==> config.mk <==
export PLATFORM = sky130hd
export DESIGN_NAME = detector_colision_flat
export DESIGN_NICKNAME = d
export VERILOG_FILES = /design/src/rtl/detector_colision_if.sv /design/src/rtl/detector_colision.sv /design/src/flat_wrapper.sv
export SDC_FILE = /design/constraint.sdc
export NUM_CORES = 1
export LEC_CHECK = 0
export BUFFER_PORTS_ARGS = -buffer_cell sky130_fd_sc_hd__buf_4
export CORE_MARGIN = 5
export CORE_UTILIZATION = 50
export CTS_CLUSTER_DIAMETER = 30
export DETAILED_ROUTE_END_ITERATION = 7
export PLACE_DENSITY = 0.79
export SYNTH_ARGS = -nofsm -noshare
export SYNTH_HDL_FRONTEND = slang
export SYNTH_SLANG_ARGS = --single-unit
==> constraint.sdc <==
create_clock -name clk -period 2.3 [get_ports clk]
set_clock_uncertainty 0.1 [all_clocks]
set_input_delay 0.46 -clock clk [delete_from_list [all_inputs] [get_ports clk]]
set_output_delay 0.46 -clock clk [all_outputs]
set_load 0.1 [all_outputs]
==> src/rtl/detector_colision_if.sv <==
// Obstacle-generator link: tick, obstacle type and display in; bonus-taken strobe back.
interface detector_colision_if;
   logic        clk_obstaculos;
   logic [4:0]  tipo_obs;
   logic [20:0] display_obs;
   logic        bono_tomado;

   modport master (output clk_obstaculos, tipo_obs, display_obs, input bono_tomado);
   modport slave  (input clk_obstaculos, tipo_obs, display_obs, output bono_tomado);
endinterface

==> src/rtl/detector_colision.sv <==
// Hero collision detector: jump timing, dodge scoring, bonus pickup and win/lose result.
// Optional macro VIDAS_EN: three lives instead of a single one.
//
// state | meaning
// IDLE  | not in play, scores/lives/pipeline cleared, hero hidden
// RUN   | waiting for an obstacle tick; jump presses accepted here
// EVAL  | one clk: judge the obstacle that just reached the hero digit
// WIN   | bonus taken in world 2, result held
// LOSE  | out of lives, result held
module detector_colision #(
   parameter logic [2:0] GAME      = 3'd3,
   parameter logic [4:0] BONO_TIPO = 5'd16,
   parameter int         T_SALTO   = 2
) (
   input  logic                clk,
   input  logic                rst_n,
   detector_colision_if.slave  obs_if,
   input  logic [2:0]          i_presente,
   input  logic [1:0]          i_mundo,
   input  logic                i_salto,
   output logic [1:0]          o_W_or_L,
   output logic [6:0]          o_heroe_seg,
   output logic [7:0]          o_puntos,
   output logic [1:0]          o_vidas
);

   typedef enum logic [2:0] {S_IDLE, S_RUN, S_EVAL, S_WIN, S_LOSE} state_t;

   localparam logic [1:0] SALTO_LD = 2'(T_SALTO);

   state_t      r_state, w_next;
   logic        r_obs_s1, r_obs_s2, r_obs_d;
   logic        r_salto_s1, r_salto_s2, r_salto_d;
   logic [4:0]  r_p2, r_p1, r_p0;
   logic [1:0]  r_salto_cnt;
   logic [7:0]  r_puntos;
   logic        r_bono;
   logic        r_tick_pend;
   logic        w_tick, w_salto_rise, w_tick_svc;
   logic        w_event, w_bono, w_hit, w_dodge, w_last_life;

   always_ff @(posedge clk or negedge rst_n) begin
      if (!rst_n) begin
         {r_obs_s1, r_obs_s2, r_obs_d}       <= 3'b000;
         {r_salto_s1, r_salto_s2, r_salto_d} <= 3'b000;
      end else begin
         {r_obs_s1, r_obs_s2, r_obs_d}       <= {obs_if.clk_obstaculos, r_obs_s1, r_obs_s2};
         {r_salto_s1, r_salto_s2, r_salto_d} <= {i_salto, r_salto_s1, r_salto_s2};
      end
   end

   assign w_tick       = r_obs_s2 & ~r_obs_d;
   assign w_salto_rise = r_salto_s2 & ~r_salto_d;
   assign w_tick_svc   = w_tick | r_tick_pend;

   assign w_event = (obs_if.display_obs[6:0] != 7'd0) && (r_p0 != 5'd0);
   assign w_bono  = w_event && (r_p0 == BONO_TIPO);
   assign w_hit   = w_event && !w_bono && (r_salto_cnt == 2'd0);
   assign w_dodge = w_event && !w_bono && (r_salto_cnt != 2'd0);

`ifdef VIDAS_EN
   logic [1:0] r_vidas;

   always_ff @(posedge clk or negedge rst_n) begin
      if (!rst_n)                        r_vidas <= 2'd3;
      else if (r_state == S_IDLE)        r_vidas <= 2'd3;
      else if (r_state == S_EVAL && w_hit) r_vidas <= r_vidas - 2'd1;
   end

   assign w_last_life = (r_vidas <= 2'd1);
   assign o_vidas     = r_vidas;
`else
   assign w_last_life = 1'b1;
   assign o_vidas     = 2'd1;
`endif

   always_ff @(posedge clk or negedge rst_n) begin
      if (!rst_n) r_state <= S_IDLE;
      else        r_state <= w_next;
   end

   always_comb begin
      w_next = r_state;
      if (i_presente != GAME) begin
         w_next = S_IDLE;
      end else begin
         case (r_state)
            S_IDLE: w_next = S_RUN;
            S_RUN:  if (w_tick_svc) w_next = S_EVAL;
            S_EVAL: begin
               w_next = S_RUN;
               if (w_bono && i_mundo == 2'd2)  w_next = S_WIN;
               else if (w_hit && w_last_life)  w_next = S_LOSE;
            end
            default: w_next = r_state;
         endcase
      end
   end

   always_comb begin
      o_W_or_L    = 2'b00;
      o_heroe_seg = (r_salto_cnt != 2'd0) ? 7'h01 : 7'h08;
      case (r_state)
         S_IDLE:  o_heroe_seg = 7'h00;
         S_WIN:   o_W_or_L    = 2'b10;
         S_LOSE:  o_W_or_L    = 2'b01;
         default: o_W_or_L    = 2'b00;
      endcase
   end

   // A tick landing during EVAL is remembered so RUN still shifts the pipeline for it.
   always_ff @(posedge clk or negedge rst_n) begin
      if (!rst_n) begin
         {r_p2, r_p1, r_p0} <= '0;
         r_salto_cnt        <= 2'd0;
         r_puntos           <= 8'd0;
         r_bono             <= 1'b0;
         r_tick_pend        <= 1'b0;
      end else if (r_state == S_IDLE) begin
         {r_p2, r_p1, r_p0} <= '0;
         r_salto_cnt        <= 2'd0;
         r_puntos           <= 8'd0;
         r_bono             <= 1'b0;
         r_tick_pend        <= 1'b0;
      end else begin
         if (w_tick) r_bono <= 1'b0;
         case (r_state)
            S_RUN: begin
               if (w_tick_svc) begin
                  r_p2        <= (obs_if.display_obs[20:14] != 7'd0) ? obs_if.tipo_obs : 5'd0;
                  r_p1        <= r_p2;
                  r_p0        <= r_p1;
                  r_tick_pend <= 1'b0;
               end
               if (w_salto_rise && r_salto_cnt == 2'd0) r_salto_cnt <= SALTO_LD;
            end
            S_EVAL: begin
               if (w_tick)                      r_tick_pend <= 1'b1;
               if (r_salto_cnt != 2'd0)         r_salto_cnt <= r_salto_cnt - 2'd1;
               if (w_bono)                      r_bono      <= 1'b1;
               if (w_dodge && r_puntos != 8'hFF) r_puntos   <= r_puntos + 8'd1;
            end
            default: ;
         endcase
      end
   end

   assign obs_if.bono_tomado = r_bono;
   assign o_puntos           = r_puntos;

endmodule

==> src/flat_wrapper.sv <==
// flat-port wrapper written by rule: the top's interface ports become plain ports
module detector_colision_flat 
#(
   parameter logic [2:0] GAME      = 3'd3,
   parameter logic [4:0] BONO_TIPO = 5'd16,
   parameter int         T_SALTO   = 2
)
  (clk, rst_n, i_presente, i_mundo, i_salto, o_W_or_L, o_heroe_seg, o_puntos, o_vidas, obs_if_clk_obstaculos, obs_if_tipo_obs, obs_if_display_obs, obs_if_bono_tomado);
  detector_colision_if obs_if_i ();
  input  logic clk;
  input  logic rst_n;
  input  logic [2:0] i_presente;
  input  logic [1:0] i_mundo;
  input  logic i_salto;
  output logic [1:0] o_W_or_L;
  output logic [6:0] o_heroe_seg;
  output logic [7:0] o_puntos;
  output logic [1:0] o_vidas;
  input wire logic [$bits(obs_if_i.clk_obstaculos)-1:0] obs_if_clk_obstaculos;
  input wire logic [$bits(obs_if_i.tipo_obs)-1:0] obs_if_tipo_obs;
  input wire logic [$bits(obs_if_i.display_obs)-1:0] obs_if_display_obs;
  output wire logic [$bits(obs_if_i.bono_tomado)-1:0] obs_if_bono_tomado;
  assign obs_if_i.clk_obstaculos = obs_if_clk_obstaculos;
  assign obs_if_i.tipo_obs = obs_if_tipo_obs;
  assign obs_if_i.display_obs = obs_if_display_obs;
  assign obs_if_bono_tomado = obs_if_i.bono_tomado;
  detector_colision #(.GAME(GAME), .BONO_TIPO(BONO_TIPO), .T_SALTO(T_SALTO)) u_core (.clk(clk), .rst_n(rst_n), .obs_if(obs_if_i), .i_presente(i_presente), .i_mundo(i_mundo), .i_salto(i_salto), .o_W_or_L(o_W_or_L), .o_heroe_seg(o_heroe_seg), .o_puntos(o_puntos), .o_vidas(o_vidas));
endmodule
# After elaboration in Yosys (flattened, before gate mapping)
# Index checks and enable logic that the tools add are counted.
totals:
  memories: 0
  input_bits: 35
  regBits: 36
  ramBits: 0
  latchBits: 0
  mem_bits_ro: 0
  word_cells: 93
op_classes:
  muxes: 33
  n_bitwise: 5
  magnitude_cmp: 0
  reduce_logical: 26
  addsub: 2
  multipliers: 0
  eq_ne: 13
  shift: 0
  div_mod_pow: 0
op_table:
  columns: ["op", "count"]
  rows:
  - ["$mux 5", 10]
  - ["$mux 8", 3]
  - ["$ne 3x1->1 const B", 5]
  - ["$reduce_bool 7->1", 2]
  - ["$mux 3", 4]
  - ["$reduce_bool 2->1", 5]
  - ["$pmux 3 s3", 1]
  - ["$add 8x1->8 const B", 1]
  - ["$logic_and 1x1->1", 8]
  - ["$ne 8x8->1 const B", 1]
  - ["$pmux 2 s2", 2]
  - ["$mux 1", 7]
  - ["$mux 7", 1]
  - ["$eq 3x2->1 const B", 2]
  - ["$mux 2", 3]
  - ["$reduce_and 2->1", 3]
  - ["$reduce_and 3->1", 2]
  - ["$eq 5x5->1 const B", 1]
  - ["$reduce_bool 5->1", 1]
  - ["$mux 4", 1]
  - ["$reduce_bool 4->1", 1]
  - ["$eq 3x1->1 const B", 1]
  - ["$eq 3x3->1 const B", 1]
  - ["$logic_not 3->1", 1]
  - ["other kinds (10)", 12]

# Longest topological paths before layout
# Gate-level depths: netlist of the first run.
logic_depth:
  ltp_word: 10
  ltp_mapped: 6
  ltp_nobuf: 6

# Worst setup path before layout of the first run
# No wires, ideal clock.
synth_timing:
  path_type: "register -> output"
  from: "register u_core.r_state[1]"
  to: "output o_W_or_L[0]"
  path_stages_with_launch: 3
  required_time_ns: 1.740
  t_arrival_ns: 2.702
  slack_ns: -0.962
  path_cell_list: "dfrtp_1 > buf_4 > nor3b_1"
synth_via:
  elab_chain_len: 2
  elab_cells_between_ends: 3
synth_lines:
  columns: ["element", "line_no", "source"]
  rows:
  - ["start: declaration", "detector_colision.sv:31", "state_t r_state, w_next;"]
  - ["start signal: assignment", "detector_colision.sv:79", "else r_state <= w_next;"]
  - ["$eq 3x3->1 / $eq 3x2->1 (equally long branches)", "detector_colision.sv:103", "case (r_state)"]
  - ["$pmux 2 s2 *", "detector_colision.sv:103", null]
  - ["end: declaration", "flat_wrapper.sv:15", "output logic [1:0] o_W_or_L;"]
# Mark *: on every way between the ends. The rest lies on a longest branch, timed or not.

# Final worst setup path of the first run
layout_timing:
  from: "register u_core.r_state[0]"
  to: "output o_heroe_seg[0]"
layout_via:
  elab_chain_len: 2
layout_lines:
  columns: ["element", "line_no", "source"]
  rows:
  - ["$logic_not 3->1", "detector_colision.sv:103", null]
  - ["$mux 7", "detector_colision.sv:103", null]
  - ["end: declaration", "flat_wrapper.sv:16", "output logic [6:0] o_heroe_seg;"]
# No other way between the ends.

==> impl_metrics.tcl, run 1 <==
set metrics [dict create \
    status "finished clean" \
    cp_slowest_cell "dfrtp_1" \
    first_pass_iters 4 \
    drtIter0Drc 100 \
    grt_first_pass_wirelength_um 5510 \
    finalCriticalPeriod_ps 2160 \
    syn_area_sq_mm 0.00172 \
    ys_ff_latch 36 \
    finalCritPeriodShare_pct 93.8 \
    diodes 0 \
    cts.clk_slew.worst_paths_ps 100 \
    gp_congestion 0.848 \
    cts_sinks 36 \
    antenna_found_initial 0 \
    clockBufferDepth 2 \
    synthAdderAreaFrac_pct 1.45 \
    r2r_start "u_core.r_state[1]" \
    finalSetupViolations 0 \
    die_w_um 68.7 \
    critical_path.most_common_cell "buf_4" \
    grt_pass1_vias 1255 \
    startpoint "u_core.r_state[0]" \
    cts_buffers 5 \
    ys.flop_type "dfrtp_1" \
    mostFrequentLayoutCells "buf_4, dfrtp_1, inv_1, nand3_1, o21ai_0" \
    drive_gt1_share_pct 28.2 \
    min_from "i_salto" \
    insertion_delay_ps 330 \
    cp-start-kind "flop" \
    critPathTopFamily "buffers and inverters" \
    core-area_sq_mm 0.00334 \
    crit_chain "buf_4 > nor3_1 > buf_4 > nor2_2 > buf_4" \
    die_h_um 68.7 \
    switching_power_mw 0.312 \
    synth_compound_area_share_pct 13.3 \
    wl_per_cell_um 13.0 \
    portBuffers 40 \
    sw_frac_of_total_pct 27.8 \
    io_pins 55 \
    p_int_mw 0.809 \
    critPathBufInv 3 \
    p_comb_share_pct 13.8 \
    slew_headroom_pct 64.4 \
    yosys.cell_types.count 39 \
    setup-tns-final_ps 0 \
    critical_path.max_fanout 9 \
    synth_top_family_by_area "simple AND/OR/NAND/NOR gates" \
    maxSlewViolCount 0 \
    antenna_left 0 \
    placed_area_sq_mm 0.00207 \
    crit_arrival_ps 1600 \
    rsz0062_at_grt "no" \
    initial_core_util_pct 51.6 \
    cpPeakStageDelay_ps 400 \
    fill_cells 302 \
    routed_via_density 5.23 \
    timing.hold.ws_ps 130 \
    die_area_sq_mm 0.00472 \
    cts_tree "yes" \
    mostFrequentLayoutCell "buf_4" \
    final_hold_viol_count 0 \
    max_freq_ghz 0.463 \
    yosys.area_share.xor_xnor_pct 0 \
    required_ps 1740 \
    synth.avg_cell_area_sq_um 9.89 \
    path_class "reg -> out" \
    clkPwrFrac_pct 28.6 \
    grt_max_degree 37 \
    postLayoutCellArea_sq_mm 0.00213 \
    std_cell_rows 21 \
    grtUsageTotal_pct 16.0 \
    leakagePower_nw 1.02 \
    yosys_warnings 0 \
    cap_violations 0 \
    cp-end-kind "primary output" \
    globalRouteOverflowTotal 0 \
    nets 256 \
    synth-seq-area-share_pct 52.3 \
    hold_path_class "in -> reg" \
    drc 0 \
    seqPwrFrac_pct 57.6 \
    root_buffer "clkbuf_4" \
    muxShareOfSynthArea_pct 4.22 \
    worst_slew_pin_slew_ps 529 \
    vias 1391 \
    synth-edff-count 0 \
    htreeDepth 2 \
    syn_to_final_growth_pct 23.6 \
    routed_wl_um 3460 \
    async_reset_ff_share_pct 100 \
    power_density_mw_per_mm2 526 \
    synthSimpleGateAreaFrac_pct 19.7 \
    ir_worst_vdd_mv 0.368 \
    dpl.hpwl_um 2580 \
    synthCells 174 \
    cts_setup_buffers 0 \
]
-- power by group through the flow --
stage	Combinational, mW	Sequential (mW)	Clock [mW]
2_1_floorplan	0.105	0.657	0
3_3_place_gp	0.150	0.658	0
3_5_place_dp	0.153	0.658	0
4_1_cts	0.155	0.646	0.340
5_1_grt	0.166	0.647	0.362
6_report	0.154	0.646	0.320
-- cells by family (layout without fill, tap and decap cells) --
family	Yosys count	count (layout)
simple gates	63	63
flops	36	36
compound gates	35	35
buf+inv	29	70
mux	7	7
fa+ha+maj	2	2
other cells	2	7
-- final timing paths --
kind / end / slack [ps] / cells past startpoint
min in group asynchronous: u_core.r_p1[1] / 500 / 2
max: o_heroe_seg[0] / 140 / 5
max reg2reg: u_core.o_puntos[6] / 230 / 4
min: u_core.r_salto_s1 / 130 / 1
min reg2reg: u_core.r_obs_s2 / 260 / 0
max in group asynchronous: u_core.o_puntos[0] / 1260 / 2
-- cells in the mapped netlist (2+ instances only) --
library cell   n  share of area [%]
nor4_1         3                1.1
nand3_1       15                4.4
nor2_1        13                2.8
and3_1         2               0.73
a31oi_1        2               0.73
o31ai_1        2               0.87
a32o_1         4                2.3
dfrtp_1       36                 52
mux2i_1        5                2.9
ha_1           2                1.5
a21oi_1        7                2.0
nand4b_1       2                1.0
nand3b_1       2               0.87
nand2_1        8                1.7
inv_1         15                3.3
o21ai_0       13                3.8
nor3_1         2               0.58
nand2b_1       3                1.1
nor2b_1        2               0.73
and2_1         2               0.73
mux2_2         2                1.3
clkbuf_1       4               0.87
buf_4          8                3.5
or3_1          2               0.73
conb_1         2               0.44
or4_1          2               0.87
nand4_1        2               0.73
-- cell type report --
cell class / instances / area (sq um) / share of cell area [%]
tap: 46 / 57.6 / 2.70
clock inverter: 1 / 5.00 / 0.235
sequential: 36 / 902 / 42.4
timing repair buffer: 47 / 355 / 16.7
clock buffer: 7 / 45.0 / 2.12
inverter: 15 / 56.3 / 2.65
multi-input combinational: 114 / 707 / 33.2
-- state kept, by name, summed over array words and instances, names as in the netlist, 2 cells and up --
register            flops
u_core.r_state          3
u_core.r_p2             5
u_core.r_salto_cnt      2
u_core.o_puntos         8
u_core.r_p0             5
u_core.r_p1             5
-- through the flow --
stage	util [%]	setup slack (ps)	power, mW	cells
3_5_place_dp	61.9	247	0.811	257
4_1_cts	63.7	81.2	1.14	266
2_1_floorplan	-	22.0	0.762	179
3_3_place_gp	61.9	286	0.808	257
5_1_grt	63.8	78.7	1.18	266
6_report	63.8	142	1.12	266
-- per-layer routing --
layer / up-vias / track usage [%] / part of all wire (%)
met5: - / 0 / 0
met4: 0 / 6.95 / 1.4
met2: 55 / 26.2 / 46
met1: 643 / 19.1 / 43
li1: 687 / - / -
met3: 6 / 5.35 / 9.3
-- what timing repair did --
item                       4_1_cts  5_1_grt
resized for setup                0        1
hold buffers                     1        0
hold endpoints to repair        36        0
setup endpoints to repair        0        1
No activity file was read; power rests on OpenSTA's default activity.
==> run 2, diff against run 1 <==
- CELL_PAD_IN_SITES_DETAIL_PLACEMENT: not set -> 1
- CELL_PAD_IN_SITES_GLOBAL_PLACEMENT: not set -> 2
- CORE_UTILIZATION: 50 -> 30
- PLACE_DENSITY: 0.79 -> not set
- PLACE_DENSITY_LB_ADDON: not set -> 0.1
==> impl_metrics.tcl, run 2 (synthesis results as in run 1) <==
set metrics [dict create \
    status "finished clean" \
    cts.clk_slew.worst_paths_ps 70 \
    leakagePower_nw 1.05 \
    drtIter0Drc 49 \
    ctsResizeCount 0 \
    placed_area_sq_mm 0.00213 \
    rsz0062_at_grt "no" \
    mostFrequentLayoutCell "buf_4" \
    cts_sinks 36 \
    reg2reg_to "u_core.r_salto_cnt[0]" \
    antenna_left 0 \
    worst_slew_pin_slew_ps 590 \
    cts_tree "yes" \
    first_pass_iters 4 \
    slew_headroom_pct 60.3 \
    clockBufferDepth 2 \
    finalSetupViolations 0 \
    cpPeakStageDelay_ps 380 \
    cp-end-kind "primary output" \
    die_area_sq_mm 0.00735 \
    std_cell_rows 27 \
    root_buffer "clkbuf_8" \
    path_class "reg -> out" \
    diodes 0 \
    portBuffers 40 \
    crit_arrival_ps 1570 \
    gp_congestion 0.747 \
    reg2reg_slack_ps 320 \
    vias 1422 \
    routed_via_density 4.82 \
    cp_slowest_cell "dfrtp_1" \
    setup-tns-final_ps 0 \
    required_ps 1740 \
    grt_pass1_vias 1427 \
    critical_path.most_common_cell "buf_4" \
    ff2ff_path_depth 5 \
    critPathBufInv 3 \
    critical_path.max_fanout 9 \
    io_pins 55 \
    postLayoutCellArea_sq_mm 0.00222 \
    cts_buffers 5 \
    nets 259 \
    mostFrequentLayoutCells "buf_4, dfrtp_1, inv_1, nand3_1, o21ai_0" \
    globalRouteOverflowTotal 0 \
    grt_max_degree 37 \
    critPathTopFamily "buffers and inverters" \
    htreeDepth 2 \
    core-area_sq_mm 0.00554 \
    grt_first_pass_wirelength_um 6830 \
    cts_hold_buf 0 \
    power_density_mw_per_mm2 571 \
    cts_setup_buffers 0 \
    ir_worst_vdd_mv 0.226 \
    largest_reg_flops 8 \
    dpl.hpwl_um 3130 \
    cp-start-kind "flop" \
    crit_chain "buf_4 > nor3_1 > buf_4 > nor2_2 > buf_4" \
    drc 0 \
    routed_wl_um 4120 \
    max_freq_ghz 0.469 \
    wl_per_cell_um 14.0 \
    initial_core_util_pct 31.1 \
    finalCriticalPeriod_ps 2130 \
    grtUsageTotal_pct 11.7 \
    insertion_delay_ps 290 \
    maxSlewViolCount 0 \
    die_h_um 85.8 \
    final_hold_viol_count 0 \
    syn_to_final_growth_pct 28.9 \
    drive_gt1_share_pct 29.1 \
    finalCritPeriodShare_pct 92.8 \
    die_w_um 85.8 \
    r2r_start "u_core.r_salto_cnt[0]" \
    cap_violations 0 \
    antenna_found_initial 0 \
    hold_path_class "in -> async" \
]
[run 2: cell count changes in the layout (fill, tap and decap cells not counted), sizes merged]
cell,delta
clkinv,-1
dlygate4sd3,-1
clkbuf,+1
buf,+4
[run 2: power by group]
group	total, mW	leakage (nW)	switching, mW	internal, mW
Clock	0.461	0.0455	0.217	0.244
Combinational	0.159	0.518	0.110	0.0491
Sequential	0.646	0.486	0.00386	0.642
[run 2: metrics by stage]
step	hold WS [ps]	utilization (%)	total power, mW	instances	worst slack, ps
2_1_floorplan	64.4	-	0.762	179	22.0
3_3_place_gp	232	38.4	0.816	287	285
3_5_place_dp	237	38.4	0.820	287	244
4_1_cts	34.1	40.0	1.29	295	132
5_1_grt	55.6	40.0	1.33	295	43.0
6_report	11.0	40.0	1.27	295	166
[run 2: final cells by class]
cell class | count | area (sq um)
clock buffer | 8 | 90.1
fill | 677 | 3320
inverter | 15 | 56.3
multi-input combinational | 114 | 704
sequential | 36 | 902
tap | 72 | 90.1
timing repair buffer | 50 | 375
[run 2: worst register-to-register path: stages (launching register included)]
cell,delay [ps]
dfrtp_1,390
inv_1,60
ha_1,330
nand3b_1,140
a221oi_1,470
mux2_2,390
[run 2: worst max path at each step]
stage,from,end,slack (ps),cells after the start
2_1_floorplan,u_core.r_state[1],o_W_or_L[0],20,2
3_3_place_gp,obs_if_display_obs[2],u_core.o_puntos[4],290,6
3_5_place_dp,obs_if_display_obs[2],u_core.o_puntos[4],240,6
4_1_cts,u_core.r_salto_cnt[0],o_heroe_seg[3],130,5
5_1_grt,u_core.r_state[0],o_heroe_seg[0],40,5
6_report,u_core.r_state[0],o_heroe_seg[0],170,5
[run 2: routing by layer]
layer	routed length, um	global-route usage [%]
met1	1810	14.2
met2	2000	19.6
met3	271	4.23
met4	36	3.45
met5	0	0
==> run 3, diff against run 2 <==
- PLACE_DENSITY: not set -> 0.88
- PLACE_DENSITY_LB_ADDON: 0.1 -> not set
- REMOVE_ABC_BUFFERS: not set -> 1
==> impl_metrics.tcl, run 3 (synthesis results as in run 1) <==
set metrics [dict create \
    reg2reg_to "u_core.r_salto_cnt[0]" \
    power_mw 1.23 \
    sw_frac_of_total_pct 27.4 \
    grt_pass1_vias 1441 \
    core-area_sq_mm 0.00554 \
    grtUsageTotal_pct 11.5 \
    antenna_found_initial 0 \
    final-seq-area_sq_um 901 \
    clockBufferDepth 2 \
    final_hold_viol_count 0 \
    finalCritPeriodShare_pct 93.0 \
    mostFrequentLayoutCells "buf_4, dfrtp_1, inv_1, nand3_1" \
    crit_arrival_ps 1580 \
    dpl.hpwl_um 2900 \
    slew_headroom_pct 61.4 \
    die_area_sq_mm 0.00735 \
    gp_congestion 0.756 \
    setup-tns-final_ps 0 \
    cts_hold_buf 0 \
    switching_power_mw 0.338 \
    initial_core_util_pct 31.1 \
    globalRouteOverflowTotal 0 \
    maxSlewViolCount 0 \
    wl_per_cell_um 13.5 \
    grt_max_degree 37 \
    drive_gt1_share_pct 27.1 \
    rsz0062_at_grt "no" \
    ctsResizeCount 0 \
    p_comb_share_pct 12.7 \
    insertion_delay_ps 290 \
    critical_path.max_fanout 9 \
    drtIter0Drc 62 \
    ir_worst_vdd_mv 0.482 \
    cp-start-kind "flop" \
    diodes 0 \
    placed_area_sq_mm 0.00211 \
    cts_setup_buffers 0 \
    reg2reg_slack_ps 360 \
    finalSetupViolations 0 \
    root_buffer "clkbuf_8" \
    routed_via_density 4.77 \
    fin_util_pct 39.5 \
    finalCriticalPeriod_ps 2140 \
    cts.clk_slew.worst_paths_ps 70 \
    hold_path_class "in -> async" \
    worst_slew_pin_slew_ps 573 \
    routed_wl_um 3950 \
    worstSetupEndpoint "o_heroe_seg[0]" \
    io_pins 55 \
    antenna_left 0 \
    std_cell_rows 27 \
    die_w_um 85.8 \
    clkPwrFrac_pct 35.0 \
    startpoint "u_core.r_state[0]" \
    cts_buffers 5 \
    power_density_mw_per_mm2 563 \
    fill_cells 673 \
    vias 1398 \
    first_pass_iters 4 \
    leakagePower_nw 1.04 \
    die_h_um 85.8 \
    nets 258 \
    postLayoutCellArea_sq_mm 0.00219 \
    cts_sinks 36 \
    htreeDepth 2 \
    drc 0 \
    portBuffers 40 \
    largest_reg_flops 8 \
    path_class "reg -> out" \
    mostFrequentLayoutCell "buf_4" \
    timing.hold.ws_ps 16.3 \
    cap_violations 0 \
    grt_first_pass_wirelength_um 6730 \
    required_ps 1740 \
    syn_to_final_growth_pct 27.1 \
    max_freq_ghz 0.467 \
    cp-end-kind "primary output" \
    status "finished clean" \
    seqPwrFrac_pct 52.3 \
    ff2ff_path_depth 5 \
    r2r_start "u_core.r_salto_cnt[0]" \
    multi_input_area_sq_um 692 \
    cts_tree "yes" \
    p_int_mw 0.895 \
]
-- run 3: worst max-delay path, stage by stage, from the launching register on --
cell	delay, ps
dfrtp_1	380
buf_4	170
nor3_1	250
buf_4	200
nor2_1	40
buf_4	240
-- run 3: worst min-delay path by stage --
stage | start | to | cells past startpoint
5_1_grt | rst_n | u_core.r_tick_pend | 1
3_5_place_dp | u_core.r_obs_s1 | u_core.r_obs_s2 | 0
4_1_cts | rst_n | u_core.r_tick_pend | 1
3_3_place_gp | u_core.r_obs_s1 | u_core.r_obs_s2 | 0
2_1_floorplan | rst_n | u_core.o_puntos[0] | 0
6_report | rst_n | u_core.r_obs_s1 | 1
-- run 3: layout make-up --
class / instances / area share [%]
Multi-Input combinational cell: 114 / 31.6
Tap cell: 72 / 4.12
Inverter: 15 / 2.57
Clock buffer: 5 / 3.14
Timing Repair Buffer: 49 / 16.8
Sequential cell: 36 / 41.2
Clock inverter: 2 / 0.572
-- run 3: layer usage --
metal | up-vias | wire (um) | GRT usage [%] | part of all wire, %
li1 | 689 | - | - | -
met1 | 669 | 1770 | 13.9 | 45
met2 | 36 | 1840 | 18.0 | 47
met3 | 4 | 287 | 5.28 | 7.3
met4 | 0 | 56 | 3.88 | 1.4
met5 | - | 0 | 0 | 0
-- run 3: power groups by stage --
stage | Combinational [mW] | Clock, mW | Sequential (mW)
2_1_floorplan | 0.0899 | 0 | 0.658
5_1_grt | 0.169 | 0.480 | 0.646
4_1_cts | 0.159 | 0.447 | 0.645
6_report | 0.156 | 0.431 | 0.645
3_5_place_dp | 0.159 | 0 | 0.658
3_3_place_gp | 0.156 | 0 | 0.657
-- run 3: stage by stage --
stage / setup slack [ps] / std cells
after global routing: 6.90 / 293
after detailed placement: 240 / 286
final: 160 / 293
after floorplan: -942 / 165
after global placement: 274 / 286
after CTS: 132 / 293
